File: src/rtl/run_monitor_pkg.sv
// Shared types for the run monitor: output item kinds and FSM states.
// Imported by the run monitor top level.
package run_monitor_pkg;

    typedef enum logic [1:0] {
        KIND_PC  = 2'd0,
        KIND_REG = 2'd1,
        KIND_MEM = 2'd2,
        KIND_END = 2'd3
    } kind_e;

    typedef enum logic [2:0] {
        ST_RUN   = 3'd0,
        ST_DRAIN = 3'd1,
        ST_REGS  = 3'd2,
        ST_MEMS  = 3'd3,
        ST_FIN   = 3'd4,
        ST_IDLE  = 3'd5
    } state_e;

endpackage

File: src/rtl/trace_fifo.sv
// Synchronous FIFO with registered read data for the PC trace.
// DEPTH must be a power of two of at least 2.
module trace_fifo #(
    parameter int W     = 32,
    parameter int DEPTH = 64
) (
    input  logic         clk_i,
    input  logic         rst_i,
    input  logic         push_i,
    input  logic [W-1:0] wdata_i,
    input  logic         pop_i,
    output logic [W-1:0] rdata_o,
    output logic         full_o,
    output logic         empty_o
);
    localparam int AW = $clog2(DEPTH);

    logic [W-1:0] mem_q [DEPTH];
    logic [AW:0]  wptr_q;
    logic [AW:0]  rptr_q;
    logic [W-1:0] rdata_q;

    // Extra pointer bit tells full from empty when the indices match.
    assign empty_o = (wptr_q == rptr_q);
    assign full_o  = (wptr_q[AW] != rptr_q[AW]) &&
                     (wptr_q[AW-1:0] == rptr_q[AW-1:0]);
    assign rdata_o = rdata_q;

    always_ff @(posedge clk_i) begin
        if (rst_i) begin
            wptr_q  <= '0;
            rptr_q  <= '0;
            rdata_q <= '0;
        end else begin
            if (push_i) begin
                mem_q[wptr_q[AW-1:0]] <= wdata_i;
                wptr_q <= wptr_q + 1'b1;
            end
            if (pop_i) begin
                rdata_q <= mem_q[rptr_q[AW-1:0]];
                rptr_q  <= rptr_q + 1'b1;
            end
        end
    end

endmodule

File: src/rtl/run_monitor.sv
// Run monitor: traces PCs until halt, then streams trace, registers,
// a data-memory window and an END marker over a ready/valid port.
module run_monitor
    import run_monitor_pkg::*;
#(
    parameter int unsigned MAX_CYCLES  = 64,
    parameter int unsigned TRACE_DEPTH = 64,
    parameter logic [31:0] MEM_BASE    = 32'h4000,
    parameter int unsigned MEM_COUNT   = 4
) (
    input  logic        clk,
    input  logic        reset,
    input  logic [31:0] pc,
    input  logic [31:0] inst,
    output logic [4:0]  rf_raddr,
    input  logic [31:0] rf_rdata,
    output logic [31:0] mem_raddr,
    input  logic [7:0]  mem_rdata,
    output logic        out_valid,
    input  logic        out_ready,
    output logic [1:0]  out_kind,
    output logic [31:0] out_data,
    output logic        overflow,
    output logic        done
);
    state_e      state_q;
    kind_e       kind_q;
    logic        valid_q;
    logic [31:0] data_q;
    logic [31:0] cyc_q;
    logic [4:0]  reg_idx_q;
    logic [31:0] mem_idx_q;
    logic        ovf_q;
    logic        done_q;

    logic        load;
    logic        halt;
    logic        pop;
    logic        push;
    logic        fifo_full;
    logic        fifo_empty;
    logic [31:0] fifo_rdata;

    always_comb begin
        load = !valid_q || out_ready;
        halt = (inst == '0) || (cyc_q == 32'(MAX_CYCLES - 1));
        pop  = 1'b0;
        if (!fifo_empty) begin
            pop = (state_q == ST_RUN   && out_ready) ||
                  (state_q == ST_DRAIN && load);
        end
        push = (state_q == ST_RUN) && (!fifo_full || pop);
    end

    trace_fifo #(
        .W     (32),
        .DEPTH (TRACE_DEPTH)
    ) u_fifo (
        .clk_i   (clk),
        .rst_i   (reset),
        .push_i  (push),
        .wdata_i (pc),
        .pop_i   (pop),
        .rdata_o (fifo_rdata),
        .full_o  (fifo_full),
        .empty_o (fifo_empty)
    );

    always_ff @(posedge clk) begin
        if (reset) begin
            state_q   <= ST_RUN;
            kind_q    <= KIND_PC;
            valid_q   <= 1'b0;
            data_q    <= '0;
            cyc_q     <= '0;
            reg_idx_q <= '0;
            mem_idx_q <= '0;
            ovf_q     <= 1'b0;
            done_q    <= 1'b0;
        end else begin
            unique case (state_q)
                ST_RUN: begin
                    if (fifo_full && !pop) ovf_q <= 1'b1;
                    if (out_ready) begin
                        valid_q <= pop;
                        if (pop) kind_q <= KIND_PC;
                    end
                    if (halt) state_q <= ST_DRAIN;
                    else if (cyc_q != '1) cyc_q <= cyc_q + 1'b1;
                end
                ST_DRAIN: begin
                    if (load) begin
                        valid_q <= pop;
                        kind_q  <= KIND_PC;
                        if (fifo_empty) state_q <= ST_REGS;
                    end
                end
                ST_REGS: begin
                    if (load) begin
                        valid_q   <= 1'b1;
                        kind_q    <= KIND_REG;
                        data_q    <= rf_rdata;
                        reg_idx_q <= reg_idx_q + 1'b1;
                        if (reg_idx_q == 5'd31) state_q <= ST_MEMS;
                    end
                end
                ST_MEMS: begin
                    if (load) begin
                        valid_q   <= 1'b1;
                        kind_q    <= KIND_MEM;
                        data_q    <= {24'b0, mem_rdata};
                        mem_idx_q <= mem_idx_q + 1'b1;
                        if (mem_idx_q == 32'(MEM_COUNT - 1)) state_q <= ST_FIN;
                    end
                end
                ST_FIN: begin
                    // END stays in the register until the collector takes it.
                    if (valid_q && kind_q == KIND_END) begin
                        if (out_ready) begin
                            valid_q <= 1'b0;
                            done_q  <= 1'b1;
                            state_q <= ST_IDLE;
                        end
                    end else if (load) begin
                        valid_q <= 1'b1;
                        kind_q  <= KIND_END;
                        data_q  <= cyc_q;
                    end
                end
                ST_IDLE: begin
                    valid_q <= 1'b0;
                end
                default: state_q <= ST_RUN;
            endcase
        end
    end

    // PC payloads live in the FIFO read register; it only moves on a pop.
    assign out_data  = (kind_q == KIND_PC) ? fifo_rdata : data_q;
    assign out_valid = valid_q;
    assign out_kind  = kind_q;
    assign overflow  = ovf_q;
    assign done      = done_q;
    assign rf_raddr  = reg_idx_q;
    assign mem_raddr = MEM_BASE + mem_idx_q;

endmodule

File: config.mk
export PLATFORM = sky130hd
export DESIGN_NAME = run_monitor
export DESIGN_NICKNAME = d
export VERILOG_FILES = /design/src/rtl/run_monitor_pkg.sv /design/src/rtl/trace_fifo.sv /design/src/rtl/run_monitor.sv
export SDC_FILE = /design/constraint.sdc
export NUM_CORES = 2
export LEC_CHECK = 0
export CAP_MARGIN = 15
export CORE_MARGIN = 3
export CORE_UTILIZATION = 45
export DETAILED_ROUTE_END_ITERATION = 10
export PLACE_DENSITY = 0.72
export SLEW_MARGIN = 20
export SYNTH_ARGS = -nofsm -noshare
export SYNTH_HDL_FRONTEND = slang
export SYNTH_SLANG_ARGS = --single-unit
File: constraint.sdc
create_clock -name clk -period 13.05 [get_ports clk]
set_input_delay 1.9575 -clock clk [delete_from_list [all_inputs] [get_ports clk]]
set_output_delay 1.9575 -clock clk [all_outputs]
set_load 0.05 [all_outputs]
## Word level (Yosys, flattened, before mapping)

Memory sizes are Yosys's and may differ from the RTL's. A register that Yosys moved wholly into a read port is not among the register bits.
Index checks and enable logic that the tools add are counted.

| word-level totals | value |
|---|---|
| bits in registers | 123 |
| RAM bits | 2048 |
| input port bits | 107 |
| output and inout bits | 74 |
| word-level logic and storage cells | 110 |
| memories kept | 1 |

| operators by class | value |
|---|---|
| add/sub/neg operators | 6 |
| equality and inequality tests | 27 |
| muxes and demuxes | 34 |
| bitwise logic cells | 2 |
| reductions and logical operators | 29 |

Memory list:

| memory | depth | bits a word | read ports | clocked after Yosys merged registers in | wr ports | line | text |
|---|---|---|---|---|---|---|---|
| u_fifo.mem_q | 64 | 32 | 1 | 1 | 1 | trace_fifo.sv:18 | `logic [W-1:0] mem_q [DEPTH];` |

Operators with widths:

| operator | count |
|---|---|
| 32-bit two-way mux | 5 |
| 32-bit one-hot mux with 3 select lines | 1 |
| 32-bit by 1-bit adder with 32-bit output (second input constant) | 2 |
| 15-bit by 32-bit adder with 32-bit output (first input constant) | 1 |
| 32-bit by 2-bit equality test with 1-bit output (second input constant) | 1 |
| 32-bit by 6-bit equality test with 1-bit output (second input constant) | 1 |
| 32-bit zero test | 1 |
| 32-bit != test (second input constant) | 1 |
| 3-bit two-way mux | 9 |
| 2-bit != test (second input constant) | 13 |
| 3-bit one-hot mux with 6 select lines | 1 |
| 7-bit by 1-bit adder with 7-bit output (second input constant) | 2 |
| 2-bit two-way mux | 7 |
| 2-bit one-hot mux with 5 select lines | 1 |
| 10-bit AND reduction | 1 |
| 5-bit nonzero test | 2 |
| 1-bit two-way mux | 9 |
| 8-bit AND reduction | 1 |
| 7-bit equality test | 1 |
| 3-bit by 2-bit equality test with 1-bit output (second input constant) | 2 |
| 3-bit equality test (second input constant) | 2 |
| 6-bit equality test | 1 |
| 1-bit logical AND | 6 |
| 2-bit AND reduction | 3 |
| 17 further kinds | 24 |

## Longest topological paths before layout

| depth | value |
|---|---|
| word-level depth | 10 |
| gate-level depth with buffers | 12 |
| mapped depth without buffers | 9 |

## By module

From an unflattened synthesis, not the netlist that was laid out.

| unflattened totals | value |
|---|---|
| cell total of the unflattened synthesis | 4693 |
| area total of the unflattened synthesis | 87267.4 um2 |

Modules (own cells, without submodules):

| module | instances | cells each | area each (um2) | seq. area each (um2) |
|---|---|---|---|---|
| trace_fifo | 1 | 3936 | 80961.4 | 62419.9 |
| run_monitor | 1 | 757 | 6306.0 | 2182.1 |

## Least setup slack after synthesis

OpenSTA, ideal clock, no wires.

| timing | value |
|---|---|
| kind | input port to flip-flop |
| from | in out_ready |
| to | mem u_fifo.mem_q[30][0] (enable) |
| setup time | 0.461 ns |
| arrival | 5.177 ns |
| required time | 12.589 ns |
| path slack | 7.412 ns |
| cell stages on the path | 6 |
| buffers on the path | 1 |
| cells stage by stage | o21a_1 > o41a_1 > buf_2 > nor2b_1 > nand4b_1 > nor3_1 |

| on the way | value |
|---|---|
| cells in the longest elaborated chain, start to end | 9 |
| elaborated cells between the ends (all ways) | 10 |
| classes of those cells | 4 x mux; 6 x reduce/logical |

Ends and longest elaborated chain:

| element | line | text |
|---|---|---|
| start, declared | run_monitor.sv:20 | `input logic out_ready,` |
| 1-bit logical OR | run_monitor.sv:45 | `load = !valid_q \|\| out_ready;` |
| 1-bit logical AND | run_monitor.sv:50 | `(state_q == ST_DRAIN && load);` |
| 1-bit logical OR * | run_monitor.sv:49 | `pop = (state_q == ST_RUN && out_ready) \|\|` |
| 1-bit two-way mux * | run_monitor.sv:48 | `if (!fifo_empty) begin` |
| 1-bit logical OR * | run_monitor.sv:52 | `push = (state_q == ST_RUN) && (!fifo_full \|\| pop);` |
| 1-bit logical AND * | run_monitor.sv:52 |  |
| 1-bit two-way mux * | trace_fifo.sv:35 | `if (push_i) begin` |
| 1-bit two-way mux * | trace_fifo.sv:30 | `if (rst_i) begin` |
| 1-bit two-way mux (implied by the code) * | trace_fifo.sv:36 | `mem_q[wptr_q[AW-1:0]] <= wdata_i;` |
| end, declared | trace_fifo.sv:18 |  |

Mark *: on every way between the ends. The rest lies on a longest branch, timed or not.

## Worst setup path after layout

| timing | value |
|---|---|
| from | reg mem_idx_q[16] |
| to | out mem_raddr[27] |

| on the way | value |
|---|---|
| cells in the longest elaborated chain, start to end | 1 |

Ends and longest elaborated chain:

| element | line | text |
|---|---|---|
| start, declared | run_monitor.sv:32 | `logic [31:0] mem_idx_q;` |
| start signal, assigned | run_monitor.sv:112 | `mem_idx_q <= mem_idx_q + 1'b1;` |
| 15-bit by 32-bit adder with 32-bit output | run_monitor.sv:145 | `assign mem_raddr = MEM_BASE + mem_idx_q;` |
| end, declared | run_monitor.sv:17 | `output logic [31:0] mem_raddr,` |

Every way passes these cells.

==> summary.md <==
| Metric | Value |
|---|---|
| Status | complete, no violations |
| Remaining DRCs | 0 |
| CTS resizes | 0 |
| RePlAce Congestion | between 0.8 and 0.9 |
| Peak VDD IR | 0.141 mV |
| Synth warnings | 0 |
| Most common cell after layout, fill and taps aside | edfxtp_1 |
| CP Data Required Time | roughly 11 ns |
| Crit path DAT | approximately 3.7 ns |
| CTS Hold Bufs | 0 |
| Synth async-reset ratio | 0% |
| Worst slack, placed | ~6.9 ns |
| Final instance area | 97900 sq um |
| DRT antenna net count | 0 |
| Fin. Hold Viols | 0 |
| RSZ-0062 raised after global routing | false |
| CTS max path bufs | 3 |
| Met1 wire length | 88.7 mm |
| CTS clk-pin slew, worst paths | 0.06 ns |
| Vias in the first global route | roughly 45000 |
| Met2 WL post-DR | roughly 100 mm |
| Most frequent cells in the layout | edfxtp_1, mux4_2, mux2i_1, clkbuf_16, nor2_1 |
| Post-CTS Setup Bufs | 0 |
| Final nets | 4907 |
| Register bit total from synthesis | 2203 |
| Post-route minimum period | about 5.7 ns |
| Die Height | around 440 um |
| Area grow syn2layout | 13.2% |
| GRT Overall Usage | approximately 23% |
| Comb power frac | 16.8% |
| Largest net degree at the start of global routing | ~120 |
| Slew @ Worst Pin | 1.11 ns |
| Post-synth top flop | edfxtp_1 |
| Critical Path Slowest Stage Cell | clkdlybuf4s50_1 |
| Unique masters post-synth | 74 |
| Tot Pwr | between 15 and 20 mW |
| Period Utilization, post-route | between 40 and 50% |
| Reg power frac | 48.3% |
| Cell family with most CP delay | simple AND/OR/NAND/NOR gates |
| Post-Syn Area | 86400 sq um |
| Max_cap viols | 0 |
| PwrDens | about 170 nW/um^2 |
| Relative slew slack | between 20% and 30% |
| First-pass iteration count of the detailed router | 6 |
| Num CTS Buffers | a little over 200 |
| Initial antenna violation count | 18 |
| Syn Nets | around 4700 |
| Switch Pwr | 4.45 mW |
| Switching Share | a little over a quarter |
| Share of total power in the clock network | 34.9% |
| Clock root cell | clkbuf_16 |
| Initial DRC Count | between 7000 and 8000 |
| Highest metal used | met5 |
| Vias/cell | about 6.2 |
| Clock Sinks | roughly 2200 |
| DP HPWL | 135 mm |
| Startpoint type of the worst setup path | flip-flop |
| Clock latency on the worst-skew pair | between 0.8 and 0.9 ns |
| Fin. max-slew vios | 0 |
| EDFF count, synth | 2048 |
| Die width | 444 um |
| Post-DP Area | ~91000 sq um |
| Final cell utilization of the core | 51.4% |
| Final WS setup | roughly 7.4 ns |
| Via Count | between 40000 and 50000 |
| CTS tree | yes |
| Buffers and inverters on the worst path | 1 |
| Setup TNS | 0 ns |
| Total I/O pin count | 181 |
| Fmax | 177 MHz |
| Met3 Routed Length | between 20 and 30 mm |
| First-pass GRT wire length | 326 mm |
| Worst min-delay path category | flip-flop to flip-flop |
| CP max FO | 5 |
| Die area | slightly below 200000 sq um |
| Std cell rows | 160 |
| Crit. End Element | output port |
| H-tree depth | 4 |
| Setup Viol. Count Final | 0 |
| Cell Chain, Critical Path | nand3_1 -> nor3_1 -> and3_1 -> and3_1 -> nand3_1 -> xnor2_1 -> clkdlybuf4s50_1 |
| Sequential fraction of the synthesis area | around 75% |
| Worst Skew | between 0.07 and 0.08 ns |
| Static Leakage | 29.7 nW |
| I/O Buffers | between 150 and 200 |
| Area of the core | about 190000 sq um |
| Routed len/inst | ~30 um |
| P_int | around 12 mW |
| Initial Util | a little under half |
| Routed WL | 228 mm |
| GRT overflow | 0 |
| Cells after Synth | approximately 4600 |
| WS Path Type | flip-flop to output port |
| Layout cells sized above 1 | about a fifth |
| Mean post-synth cell area | between 15 and 20 sq um |
| Slowest stage delay, CP | 0.87 ns |
==> registers in the layout, indices dropped and copies added (netlist names) <==
signal,cells
mem_idx_q,32
u_fifo.wptr_q,7
overflow,1
u_fifo.rptr_q,7
data_q,32
state_q,3
out_valid,1
out_kind,2
done,1
rf_raddr,5
u_fifo.mem_q,2048
u_fifo.rdata_o,32
cyc_q,32
==> Yosys cell counts (22+ instances only) <==
cell	number	area share, %
a211oi_1	62	0.54
a21oi_1	151	0.87
a221oi_1	70	0.71
a22o_1	29	0.29
a22oi_1	69	0.60
and3_1	23	0.17
buf_2	76	0.44
buf_4	43	0.37
clkbuf_1	116	0.50
dfxtp_1	155	3.6
edfxtp_1	2048	71
mux2_2	49	0.64
mux2i_1	244	2.8
mux4_2	370	9.6
nand2_1	110	0.48
nand3_1	64	0.37
nand4_1	40	0.29
nor2_1	238	1.0
nor3_1	86	0.50
o211ai_1	22	0.19
o21ai_0	63	0.36
o221ai_1	39	0.40
o22ai_1	26	0.19
xnor2_1	39	0.40
xor2_1	43	0.44
==> layer usage <==
layer | up-vias | track usage, %
met3 | 365 | 5.72
met1 | 24089 | 32.9
met4 | 10 | 7.78
met2 | 2977 | 34.0
li1 | 19223 | -
met5 | - | 0
==> power by group through the flow <==
stage | registers (mW) | clock network, mW | logic, mW
after global routing | 8.02 | 6.15 | 2.92
final | 8.01 | 5.80 | 2.79
after detailed placement | 8.15 | 0 | 2.76
after CTS | 8.00 | 5.86 | 2.78
after floorplan | 8.06 | 0 | 1.91
after global placement | 8.15 | 0 | 2.74
==> cells by family (layout without fill, tap and decap cells) <==
| kind of cell | after synthesis | count (layout) | share of synthesized area (%) |
|---|---|---|---|
| AO/OA/AOI/OAI | 600 | 600 | 4.86 |
| flip-flops | 2203 | 2203 | 74.7 |
| XOR/XNOR | 82 | 82 | 0.831 |
| AND/OR/NAND/NOR | 690 | 690 | 3.91 |
| other | 0 | 6 | 0 |
| adder cells (fa/ha/maj) | 8 | 8 | 0.116 |
| buffers and inverters | 292 | 704 | 2.03 |
| multiplexers | 677 | 677 | 13.5 |
==> stage by stage <==
stage          hold slack, ns  std cells
4_1_cts                 0.493       7466
5_1_grt                 0.524       7475
6_report                0.491       7481
3_5_place_dp            0.480       7088
3_3_place_gp            0.468       7084
2_1_floorplan           0.451       4552
==> worst min-delay path: stages (launching register included) <==
cell and delay [ns]:
dfxtp_1 0.33, a21oi_1 0.06, nor2_1 0.07
==> final timing paths <==
check,start,endpoint,slack [ns],depth (start not counted)
hold / removal,data_q[5],data_q[5],0.49,2
setup / recovery,mem_idx_q[16],mem_raddr[27],7.40,7
hold reg to reg,data_q[5],data_q[5],0.49,2
setup reg to reg,u_fifo.rptr_q[0],u_fifo.rdata_o[12],7.98,9
==> final cells by class <==
cell class                      count  area (sq um)
Antenna cell                        6          15.0
Clock buffer                      242          5280
Clock inverter                    136          1220
Fill cell                       14776         92700
Inverter                           13          48.8
Multi-Input combinational cell   2057         20700
Sequential cell                  2203         64600
Tap cell                         2511          3140
Timing Repair Buffer              313          2910
(Power assumes the default switching activity.)
